--- src/rtl/float_to_float_signed_pkg.sv ---
// Shared widths, bias/range helpers, lane class bits and flag indices for the
// IEEE-to-FloatSigned stream converter.
package float_to_float_signed_pkg;

  localparam int unsigned FLAG_UNF = 0;
  localparam int unsigned FLAG_OVF = 1;
  localparam int unsigned FLAG_NAN = 2;
  localparam int unsigned N_FLAGS  = 3;

  typedef struct packed {
    logic is_zero;
    logic is_denorm;
    logic is_inf;
    logic is_nan;
  } lane_class_t;

  function automatic int lane_in_w(input int exp_bits, input int frac_bits);
    return 1 + exp_bits + frac_bits;
  endfunction

  function automatic int lane_out_w(input int sexp_bits, input int sfrac_bits);
    return 3 + sexp_bits + sfrac_bits;
  endfunction

  function automatic int exp_bias(input int exp_bits);
    return (1 << (exp_bits - 1)) - 1;
  endfunction

  function automatic int signed_exp_max(input int sexp_bits);
    return (1 << (sexp_bits - 1)) - 1;
  endfunction

  function automatic int signed_exp_min(input int sexp_bits);
    return -(1 << (sexp_bits - 1));
  endfunction

  // Wide enough for renormalised denormals and a rounding carry without wrap.
  function automatic int ext_exp_w(input int exp_bits, input int sexp_bits);
    return ((exp_bits + 1 > sexp_bits) ? exp_bits + 1 : sexp_bits) + 1;
  endfunction

endpackage

--- src/rtl/float_to_float_signed_lane.sv ---
// Per-lane stage-1 conversion: classify, renormalise denormals, and round the
// fraction to SIGNED_FRAC bits with a widened signed exponent.
module float_to_float_signed_lane
  import float_to_float_signed_pkg::*;
#(
  parameter int EXP         = 8,
  parameter int FRAC        = 23,
  parameter int SIGNED_EXP  = 3,
  parameter int SIGNED_FRAC = 8
) (
  input  logic [lane_in_w(EXP, FRAC)-1:0]             lane_in,
  input  logic                                        round_rne,
  output logic                                        sign,
  output lane_class_t                                 cls,
  output logic signed [ext_exp_w(EXP, SIGNED_EXP)-1:0] exp_w,
  output logic [SIGNED_FRAC-1:0]                      frac
);

  localparam int EW   = ext_exp_w(EXP, SIGNED_EXP);
  localparam int BIAS = exp_bias(EXP);
  localparam int LZW  = $clog2(FRAC + 1);

  logic [EXP-1:0]         exp_f;
  logic [FRAC-1:0]        frac_f;
  logic [FRAC-1:0]        mant;
  logic [LZW-1:0]         lz;
  logic signed [EW-1:0]   exp_pre;

  function automatic logic [LZW-1:0] count_lz(input logic [FRAC-1:0] v);
    logic [LZW-1:0] n;
    logic           found;
    n     = '0;
    found = 1'b0;
    for (int unsigned i = 0; i < FRAC; i++) begin
      if (!found) begin
        if (v[FRAC-1-i]) found = 1'b1;
        else             n     = n + LZW'(1);
      end
    end
    return n;
  endfunction

  always_comb begin
    sign   = lane_in[FRAC+EXP];
    exp_f  = lane_in[FRAC +: EXP];
    frac_f = lane_in[FRAC-1:0];
    lz     = count_lz(frac_f);
    cls           = '0;
    cls.is_zero   = (exp_f == '0) && (frac_f == '0);
    cls.is_denorm = (exp_f == '0) && (frac_f != '0);
    cls.is_inf    = (exp_f == '1) && (frac_f == '0);
    cls.is_nan    = (exp_f == '1) && (frac_f != '0);
    if (cls.is_denorm) begin
      // Shift out the leading one too; exp = 1 - bias - (lz + 1).
      mant    = frac_f << (lz + LZW'(1));
      exp_pre = EW'(0) - EW'(BIAS) - EW'(lz);
    end else begin
      mant    = frac_f;
      exp_pre = EW'(exp_f) - EW'(BIAS);
    end
  end

  if (SIGNED_FRAC >= FRAC) begin : g_pad
    always_comb begin
      frac                         = '0;
      frac[SIGNED_FRAC-1 -: FRAC]  = mant;
      exp_w                        = exp_pre;
    end
  end else begin : g_round
    localparam int DROP = FRAC - SIGNED_FRAC;
    logic [SIGNED_FRAC-1:0] keep;
    logic [DROP+1:0]        tail;
    logic                   guard, rnd, sticky, inc, carry;

    always_comb begin
      keep   = mant[FRAC-1 -: SIGNED_FRAC];
      // Two zero pad bits keep guard/round/sticky well defined for DROP = 1.
      tail   = {mant[DROP-1:0], 2'b00};
      guard  = tail[DROP+1];
      rnd    = tail[DROP];
      sticky = |tail[DROP-1:0];
      inc    = round_rne && guard && (rnd || sticky || keep[0]);
      {carry, frac} = {1'b0, keep} + (SIGNED_FRAC + 1)'(inc);
      exp_w  = exp_pre + EW'(carry);
    end
  end

endmodule

--- src/rtl/float_to_float_signed_stream.sv ---
// Two-stage valid/ready pipeline converting LANES IEEE floats per beat into
// FloatSigned lanes, with per-beat rounding/overflow policy and sticky flags.
module float_to_float_signed_stream
  import float_to_float_signed_pkg::*;
#(
  parameter int EXP         = 8,
  parameter int FRAC        = 23,
  parameter int SIGNED_EXP  = 3,
  parameter int SIGNED_FRAC = 8,
  parameter int LANES       = 4,
  parameter int DENORMALS   = 1
) (
  input  logic                                                clock,
  input  logic                                                reset,
  input  logic                                                in_valid,
  output logic                                                in_ready,
  input  logic [LANES*lane_in_w(EXP, FRAC)-1:0]               in_data,
  input  logic                                                cfg_saturate,
  input  logic                                                cfg_round_rne,
  output logic                                                out_valid,
  input  logic                                                out_ready,
  output logic [LANES*lane_out_w(SIGNED_EXP, SIGNED_FRAC)-1:0] out_data,
  output logic [2:0]                                          flags,
  input  logic                                                flags_clear
);

  localparam int IW = lane_in_w(EXP, FRAC);
  localparam int OW = lane_out_w(SIGNED_EXP, SIGNED_FRAC);
  localparam int EW = ext_exp_w(EXP, SIGNED_EXP);
  localparam logic signed [EW-1:0] EXP_MAX = EW'(signed_exp_max(SIGNED_EXP));
  localparam logic signed [EW-1:0] EXP_MIN = EW'(signed_exp_min(SIGNED_EXP));

  typedef struct packed {
    logic                   sign;
    lane_class_t            cls;
    logic [EW-1:0]          expo;
    logic [SIGNED_FRAC-1:0] frac;
  } s1_lane_t;

  s1_lane_t [LANES-1:0]   lane_res, s1_lane_d, s1_lane_q;
  logic                   s1_valid_d, s1_valid_q, s1_sat_d, s1_sat_q;
  logic                   s2_valid_d, s2_valid_q;
  logic [LANES*OW-1:0]    pack_data, s2_data_d, s2_data_q;
  logic [N_FLAGS-1:0]     pack_flags, s2_flags_d, s2_flags_q, flags_d, flags_q;
  logic                   s1_advance, accept;

  for (genvar l = 0; l < LANES; l++) begin : g_lane
    logic                   sign_l;
    lane_class_t            cls_l;
    logic signed [EW-1:0]   exp_l;
    logic [SIGNED_FRAC-1:0] frac_l;

    float_to_float_signed_lane #(
      .EXP         (EXP),
      .FRAC        (FRAC),
      .SIGNED_EXP  (SIGNED_EXP),
      .SIGNED_FRAC (SIGNED_FRAC)
    ) u_lane (
      .lane_in   (in_data[l*IW +: IW]),
      .round_rne (cfg_round_rne),
      .sign      (sign_l),
      .cls       (cls_l),
      .exp_w     (exp_l),
      .frac      (frac_l)
    );

    assign lane_res[l] = {sign_l, cls_l, exp_l, frac_l};
  end

  always_comb begin
    s1_lane_t               cur;
    logic                   flush, fin, ovf, unf, o_inf, o_zero;
    logic [SIGNED_EXP-1:0]  o_exp;
    logic [SIGNED_FRAC-1:0] o_frac;
    pack_data  = '0;
    pack_flags = '0;
    for (int unsigned l = 0; l < LANES; l++) begin
      cur    = s1_lane_q[l];
      flush  = cur.cls.is_denorm && (DENORMALS == 0);
      fin    = !(cur.cls.is_zero || cur.cls.is_inf || cur.cls.is_nan || flush);
      ovf    = fin && ($signed(cur.expo) > EXP_MAX);
      unf    = fin && ($signed(cur.expo) < EXP_MIN);
      o_inf  = 1'b0;
      o_zero = 1'b0;
      o_exp  = '0;
      o_frac = '0;
      if (cur.cls.is_inf || cur.cls.is_nan) begin
        o_inf = 1'b1;
      end else if (ovf) begin
        if (s1_sat_q) begin
          o_exp  = EXP_MAX[SIGNED_EXP-1:0];
          o_frac = '1;
        end else begin
          o_inf = 1'b1;
        end
      end else if (cur.cls.is_zero || unf || flush) begin
        o_zero = 1'b1;
      end else begin
        o_exp  = cur.expo[SIGNED_EXP-1:0];
        o_frac = cur.frac;
      end
      pack_data[l*OW +: OW] = {cur.sign, o_inf, o_zero, o_exp, o_frac};
      pack_flags[FLAG_NAN] = pack_flags[FLAG_NAN] | cur.cls.is_nan;
      pack_flags[FLAG_OVF] = pack_flags[FLAG_OVF] | ovf;
      pack_flags[FLAG_UNF] = pack_flags[FLAG_UNF] | unf | flush;
    end
  end

  always_comb begin
    s1_advance = !s2_valid_q || out_ready;
    in_ready   = !s1_valid_q || s1_advance;
    accept     = in_valid && in_ready;

    s1_valid_d = s1_valid_q;
    s1_lane_d  = s1_lane_q;
    s1_sat_d   = s1_sat_q;
    if (in_ready) s1_valid_d = in_valid;
    if (accept) begin
      s1_lane_d = lane_res;
      s1_sat_d  = cfg_saturate;
    end

    s2_valid_d = s2_valid_q;
    s2_data_d  = s2_data_q;
    s2_flags_d = s2_flags_q;
    if (s1_advance) s2_valid_d = s1_valid_q;
    if (s1_advance && s1_valid_q) begin
      s2_data_d  = pack_data;
      s2_flags_d = pack_flags;
    end

    // Clear first so an event leaving stage 2 in the same cycle still lands.
    flags_d = flags_clear ? '0 : flags_q;
    if (s2_valid_q && out_ready) flags_d = flags_d | s2_flags_q;
  end

  always_ff @(posedge clock) begin
    if (reset) begin
      s1_valid_q <= 1'b0;
      s1_lane_q  <= '0;
      s1_sat_q   <= 1'b0;
      s2_valid_q <= 1'b0;
      s2_data_q  <= '0;
      s2_flags_q <= '0;
      flags_q    <= '0;
    end else begin
      s1_valid_q <= s1_valid_d;
      s1_lane_q  <= s1_lane_d;
      s1_sat_q   <= s1_sat_d;
      s2_valid_q <= s2_valid_d;
      s2_data_q  <= s2_data_d;
      s2_flags_q <= s2_flags_d;
      flags_q    <= flags_d;
    end
  end

  assign out_valid = s2_valid_q;
  assign out_data  = s2_data_q;
  assign flags     = flags_q;

endmodule

--- config.mk ---
export PLATFORM = sky130hd
export DESIGN_NAME = float_to_float_signed_stream
export DESIGN_NICKNAME = d
export VERILOG_FILES = /design/src/rtl/float_to_float_signed_pkg.sv /design/src/rtl/float_to_float_signed_lane.sv /design/src/rtl/float_to_float_signed_stream.sv
export SDC_FILE = /design/constraint.sdc
export NUM_CORES = 1
export LEC_CHECK = 0
export ABC_AREA = 1
export CORE_MARGIN = 5
export CORE_UTILIZATION = 51
export CTS_CLUSTER_SIZE = 28
export DETAILED_ROUTE_END_ITERATION = 10
export HOLD_SLACK_MARGIN = 0.15
export PLACE_DENSITY_LB_ADDON = 0.05
export SYNTH_ARGS = -nofsm -noshare
export SYNTH_HDL_FRONTEND = slang
export SYNTH_HIERARCHICAL = 1
export SYNTH_SLANG_ARGS = --single-unit
--- constraint.sdc ---
create_clock -name clock -period 22.2 [get_ports clock]
set_clock_uncertainty 0.1 [all_clocks]
set_input_delay 4.44 -clock clock [delete_from_list [all_inputs] [get_ports clock]]
set_output_delay 4.44 -clock clock [all_outputs]
set_load 0.005 [all_outputs]
==> metrics.md, run 1 <==
| Metric | Value |
|---|---|
| Status | `completed` |
| Period Utilization, post-route | `between 90% and 100%` |
| Clk_lat worst skew | `approximately 0.43 ns` |
| Hold WS | `about 0.36 ns` |
| Most common cell after layout, fill and taps aside | `nand2_1` |
| Initial antenna violation count | `3` |
| Seq cells post-synth | `between 150 and 200` |
| Max capacitance violation total | `0` |
| Post-CTS Setup Repair Bufs | `0` |
| Post-Place Cells | `4963` |
| Fillers | `around 4900` |
| Part of the Yosys area used for sequential elements | `approximately an eighth` |
| TritonCTS clock tree | `built` |
| Clock Sinks | `approximately 150` |
| Worst Setup SP | `in_data[85]` |
| Post-DP HPWL | `51.96 mm` |
| Total congestion overflow | `0` |
| CP Capture Type | `flop` |
| Total CTS buffers | `17` |
| Hold Fails Final Rpt | `0` |
| Worst min path class | `flop to flop` |
| Commonest non-fill, non-tap cells in the layout | `nand2_1, inv_1, nor2_1` |
| Worst path max stage delay | `just over 0.6 ns` |
| Ys async rst share | `0%` |
| Vias per cell | `around 5.1` |
| Die X | `223.8 um` |
| Syn_nets | `between 4000 and 5000` |
| RSZ-0062 raised after global routing | `no` |
| CTS root buffer | `clkbuf_16` |
| Final ANT Viol Nets | `0` |
| Clk slew on worst S/H paths | `approximately 0.070 ns` |
| Distinct cells, synth | `57` |
| Reg-to-Reg Start | `out_valid$_SDFFE_PP0P_` |
| Cells after Synth | `between 4000 and 5000` |
| Syn Area/Cell | `~5.4 um^2` |
| Setup tns final | `0 ns` |
| Pre-CTS WS | `roughly 1.3 ns` |
| Num rows | `between 70 and 80` |
| Synth Cell Area | `roughly 0.023 mm^2` |
| Arrival time at the worst endpoint | `~20 ns` |
| Share of cells above drive strength 1 | `roughly 8.6%` |
| H-tree depth | `4` |
| Fin. max-slew vios | `0` |
| Synth warn | `6` |
| Drt first pass iters | `5` |
| Worst Path Required | `approximately 22 ns` |
| CP Class | `input port to flop` |
| RD Place Congestion | `slightly above 0.9` |
| WHS Path Cells | `2` |
| RR Endpoint | `out_data[22]$_SDFFE_PP0P_` |
| Min Tclk post-route | `~20 ns` |
| Number of global-route vias before repair | `approximately 23000` |
| Total GRT Usage | `24.69%` |
| Max_slew headroom | `roughly 29%` |
| Maximum fanout along the worst path | `25` |
| Initial drt markers | `roughly 1700` |
| Fmax | `around 0.05 GHz` |
| Top Ports | `196` |
| Startpoint types | `input port` |
| Starting Density | `between 50 and 60%` |
| Die Area | `between 0.05 and 0.06 mm^2` |
| Final Worst Setup Slack | `approximately 1.8 ns` |
| Worst reg-to-reg setup slack | `19.86 ns` |
| Avg WL per Cell | `12.71 um` |
| Peak supply drop | `roughly 53 uV` |
| CP most frequent cell | `ha_1` |
| Port buffer count | `approximately 200` |
| Main synth FF type | `dfxtp_1` |
| Slowest-stage cell, CP | `clkdlybuf4s50_1` |
| Final non-filler cell total | `around 5000` |
| Largest net degree at the start of global routing | `101` |
| DRC | `0` |
| Area delta synth->final | `11.90%` |
| Post-synth EDFFs | `0` |
| Hold Startpoint | `out_data[46]$_SDFFE_PP0P_` |
| First-pass GRT wire length | `roughly 110 mm` |
| Final setup vio count | `0` |
| Total power | `1028 uW` |
| Worst Hold Path EP | `out_data[46]$_SDFFE_PP0P_` |
| NumNets Final | `approximately 4600` |
| Routed WL | `63.54 mm` |
| Die Y | `about 220 um` |
| Power Density | `39.41 mW/mm^2` |
| Slew @ Worst Pin | `between 1 and 1.5 ns` |
| R2R depth | `10` |
| Placeable Area | `approximately 0.045 mm^2` |
| CTS max path bufs | `2` |
| Vias | `~25000` |
| LEAKAGE | `~0.014 uW` |
## routing by layer
layer	global-route usage [%]	wire length, um
met5	0	12
met4	6.047	1534
met3	2.726	2699
met2	43.10	29760
met1	32.74	29530
## cells in the mapped netlist (4+ instances only)
| master | n | area [um^2] |
|---|---|---|
| inv_1 | 603 | 2263 |
| o21a_1 | 11 | 82.58 |
| xnor2_2 | 4 | 65.06 |
| a21oi_2 | 13 | 113.9 |
| nand2_4 | 23 | 259.0 |
| nand2_1 | 1288 | 4835 |
| o21bai_1 | 4 | 30.03 |
| nor2_4 | 43 | 484.2 |
| buf_1 | 6 | 22.52 |
| nand3_2 | 37 | 370.4 |
| o21ai_2 | 7 | 61.31 |
| xor2_1 | 60 | 525.5 |
| clkbuf_1 | 46 | 172.7 |
| nand4_4 | 4 | 85.08 |
| clkinv_1 | 26 | 97.59 |
| nand2_2 | 52 | 325.3 |
| or2_1 | 10 | 62.56 |
| a21oi_1 | 136 | 680.7 |
| nand3b_1 | 39 | 292.8 |
| o31ai_1 | 4 | 30.03 |
| ha_1 | 116 | 1451 |
| or2_0 | 4 | 25.02 |
| dfxtp_1 | 153 | 3063 |
| buf_4 | 19 | 142.6 |
| o22ai_1 | 13 | 81.33 |
| o21ai_0 | 289 | 1446 |
| inv_2 | 91 | 341.6 |
| buf_2 | 33 | 165.2 |
| nor2_2 | 40 | 250.2 |
| o21ai_1 | 35 | 175.2 |
| nand4_1 | 59 | 369.1 |
| o211ai_1 | 14 | 105.1 |
| buf_6 | 7 | 78.83 |
| or2_2 | 5 | 31.28 |
| xnor2_1 | 9 | 78.83 |
| nand3_1 | 452 | 2262 |
| nor2_1 | 453 | 1700 |
| nor3_1 | 27 | 135.1 |
| nor4_1 | 9 | 56.30 |
| nor2_8 | 11 | 220.2 |
## state kept, by name (all words and copies together) (netlist names)
name and count:
s1_sat_q 1, s1_valid_q 1, s1_lane_q 84, out_valid 1, out_data 56, flags 3
s2_flags_q 3, pack_data 4
## kinds of logic (layout without fill, tap and decap cells)
kind of cell / count (synthesis) / count (layout) / share of synthesized area, %
AO/OA/AOI/OAI: 532 / 532 / 12.26
adder cells (fa/ha/maj): 116 / 116 / 6.229
AND/OR/NAND/NOR: 2565 / 2565 / 50.89
flip-flops: 153 / 153 / 13.15
other: 0 / 2 / 0
XOR/XNOR: 77 / 77 / 3.200
multiplexers: 1 / 1 / 0.04296
buffers and inverters: 833 / 952 / 14.22
## where the power goes
group / switching, uW / internal [uW] / total [uW]
sequential: 9.85 / 293 / 303
clock: 118 / 192 / 310
combinational: 265 / 150 / 415
total: 393 / 635 / 1030
## metrics by stage
step                instance area, um^2  utilization (%)
floorplan                         23300                -
CTS                               26060            57.54
global placement                  25420            56.14
finish                            26070            57.58
global route                      26070            57.57
detailed placement                25420            56.14
## area by class of cell
type                    instances  area [um^2]  share of cell area [%]
inverters                     720         2706                   10.38
repair inverters                1        5.005                 0.01919
flip-flops and latches        153         3063                   11.75
repair buffers                199         1977                   7.582
clock buffers                  19        442.9                   1.699
clock inverters                13        190.2                  0.7294
well taps                     600        750.7                   2.879
multi-input cells            3291        16930                   64.95
diodes                          2        5.005                 0.01919
## worst max path at each step
stage,end,slack [ns],cells past startpoint
finish,s1_lane_q[62]$_SDFFE_PP0P_,1.80,98
global route,s1_lane_q[62]$_SDFFE_PP0P_,0.05,98
CTS,s1_lane_q[85]$_SDFFE_PP0P_,1.67,100
detailed placement,s1_lane_q[85]$_SDFFE_PP0P_,1.29,100
global placement,s1_lane_q[62]$_SDFFE_PP0P_,1.43,98
floorplan,s1_lane_q[85]$_SDFFE_PP0P_,3.51,101
## critical path, delay by kind of cell
family	cells	cell delay, ns
simple gates	36	3.74
buf+inv	19	2.12
compound gates	18	3.47
fa+ha+maj	25	6.84
## what timing repair did
item	CTS	global route
endpoints found under the hold margin	0	0
endpoints found under the setup margin	0	3
hold buffers	0	0
gates resized for setup	0	3
Note: power is estimated with default switching activity, not from simulation.
==> run 2: changes to the inputs <==
CORE_MARGIN = 1   (was 5)
PLACE_DENSITY = 0.76   (was default)
PLACE_DENSITY_LB_ADDON = default   (was 0.05)
==> run 2 against run 1 <==
Net effect:
- clock-buffer cell count unchanged
- critical path depth unchanged
- sequential share of layout area about the same
- register-to-register slack worse by 0.04 ns
- global-route usage up 1.5 points
- design area down 0.20%
- largest power group unchanged
==> metrics.md, run 2 (same netlist as run 1, synthesis figures left out) <==
| Metric | Value |
|---|---|
| Status | `completed` |
| CP Class | `input port to flop` |
| Die Area | `approximately 0.047 mm^2` |
| RD Place Congestion | `0.9693` |
| CP Capture Type | `flop` |
| LEAKAGE | `roughly 0.014 uW` |
| Total GRT Usage | `26.19%` |
| Hold Fails Final Rpt | `0` |
| Worst path max stage delay | `between 0.5 and 0.6 ns` |
| Period Utilization, post-route | `slightly above 90%` |
| Number of global-route vias before repair | `between 20000 and 25000` |
| Vias per cell | `between 5 and 6` |
| Power Density | `roughly 39 mW/mm^2` |
| Most common cell after layout, fill and taps aside | `nand2_1` |
| Total congestion overflow | `0` |
| Post-CTS Setup Repair Bufs | `0` |
| Startpoint types | `input port` |
| Min Tclk post-route | `a little over 20 ns` |
| Clk slew on worst S/H paths | `0.06 ns` |
| Die X | `approximately 220 um` |
| Fmax | `~0.049 GHz` |
| Post-DP HPWL | `about 50 mm` |
| Initial antenna violation count | `3` |
| Area delta synth->final | `11.67%` |
| Num rows | `77` |
| Commonest non-fill, non-tap cells in the layout | `nand2_1, inv_1, nor2_1` |
| Design Area, Final | `approximately 0.026 mm^2` |
| Fin. max-slew vios | `0` |
| Clock Sinks | `153` |
| Slowest-stage cell, CP | `clkdlybuf4s50_1` |
| RSZ-0062 raised after global routing | `no` |
| Total CTS buffers | `17` |
| CP most frequent cell | `ha_1` |
| Multi-input gate area | `about 0.017 mm^2` |
| Post-layout util | `about three fifths` |
| CTS max path bufs | `2` |
| Avg WL per Cell | `around 12 um` |
| Setup tns final | `0 ns` |
| Clk_lat worst skew | `approximately 0.43 ns` |
| Peak supply drop | `about 50 uV` |
| Drt first pass iters | `8` |
| Biggest register | `s1_lane_q` |
| Slew @ Worst Pin | `around 1.1 ns` |
| Final ANT Viol Nets | `0` |
| CTS root buffer | `clkbuf_16` |
| Port buffer count | `195` |
| Arrival time at the worst endpoint | `approximately 21 ns` |
| Worst Path Required | `22.38 ns` |
| Initial drt markers | `1636` |
| Maximum fanout along the worst path | `25` |
| Max_slew headroom | `27.98%` |
| Top Ports | `around 200` |
| First-pass GRT wire length | `roughly 100 mm` |
| Reg area | `0.003063 mm^2` |
| Final setup vio count | `0` |
| Fillers | `roughly 4700` |
| Area after DPL | `between 0.02 and 0.03 mm^2` |
| Largest net degree at the start of global routing | `122` |
| Max capacitance violation total | `0` |
| Starting Density | `between 50% and 60%` |
| Vias | `about 26000` |
| Placeable Area | `approximately 0.045 mm^2` |
| Worst min path class | `flop to flop` |
| Share of cells above drive strength 1 | `8.620%` |
| DRC | `0` |
| Die Y | `approximately 220 um` |
| NumNets Final | `approximately 4600` |
| Routed WL | `61.80 mm` |
| H-tree depth | `4` |
| Max reg flops | `84` |
| TritonCTS clock tree | `built` |
-- run 2: cell count changes in the layout (fill, tap and decap cells not counted) --
cell / change
buf_4: +1
ha_1: +1
bufinv_16: -2
ha_2: -1
clkinv_2: +1
clkinvlp_4: +1
inv_6: +1
clkinv_4: -1
-- run 2: worst paths after layout --
check / from / end / slack, ns / depth (start not counted)
setup / recovery: in_data[85] / s1_lane_q[62]$_SDFFE_PP0P_ / 1.70 / 98
hold / removal: out_data[8]$_SDFFE_PP0P_ / out_data[8]$_SDFFE_PP0P_ / 0.36 / 2
setup reg to reg: out_valid$_SDFFE_PP0P_ / out_data[18]$_SDFFE_PP0P_ / 19.82 / 10
hold reg to reg: out_data[8]$_SDFFE_PP0P_ / out_data[8]$_SDFFE_PP0P_ / 0.36 / 2
-- run 2: layer usage --
layer | vias to the layer above | wire length (um) | track usage, %
li1 | 13730 | - | -
met1 | 11290 | 27830 | 32.38
met2 | 501 | 29740 | 47.47
met3 | 115 | 2240 | 2.114
met4 | 2 | 1980 | 8.652
met5 | - | 17 | 0
-- run 2: timing repair --
action	in CTS	in global routing
gates resized for setup	0	2
hold buffers	0	0
setup endpoints to repair	0	1
-- run 2: per-stage QoR --
stage          hold WS, ns  instances  power [uW]  worst slack [ns]
2_1_floorplan       0.3358       4277       601.2             3.513
3_3_place_gp        0.3529       4956       710.8             1.542
3_5_place_dp        0.3563       4956       713.8             1.180
4_1_cts             0.3664       4988        1004             1.594
5_1_grt             0.3818       4991        1081           0.02851
6_report            0.3628       4991        1006             1.696
-- run 2: cell type report --
| cell class | count | share of cell area (%) |
|---|---|---|
| Clock buffer | 19 | 1.702 |
| Timing Repair inverter | 1 | 0.01923 |
| Multi-Input combinational cell | 3291 | 65.07 |
| Inverter | 720 | 10.40 |
| Antenna cell | 2 | 0.01923 |
| Timing Repair Buffer | 200 | 7.626 |
| Sequential cell | 153 | 11.77 |
| Tap cell | 592 | 2.847 |
| Clock inverter | 13 | 0.5482 |
-- run 2: power breakdown --
| group | switching, uW | internal [uW] | total (uW) |
|---|---|---|---|
| Sequential | 9.71 | 293 | 302 |
| Combinational | 263 | 149 | 412 |
| Clock | 122 | 170 | 291 |
| Total | 394 | 612 | 1010 |
-- run 2: worst max-delay path, delay by kind of cell --
| kind | cells | cell delay [ns] |
|---|---|---|
| AND/OR/NAND/NOR | 36 | 3.79 |
| adder cells (fa/ha/maj) | 25 | 6.84 |
| AO/OA/AOI/OAI | 18 | 3.55 |
| buffers and inverters | 19 | 2.06 |
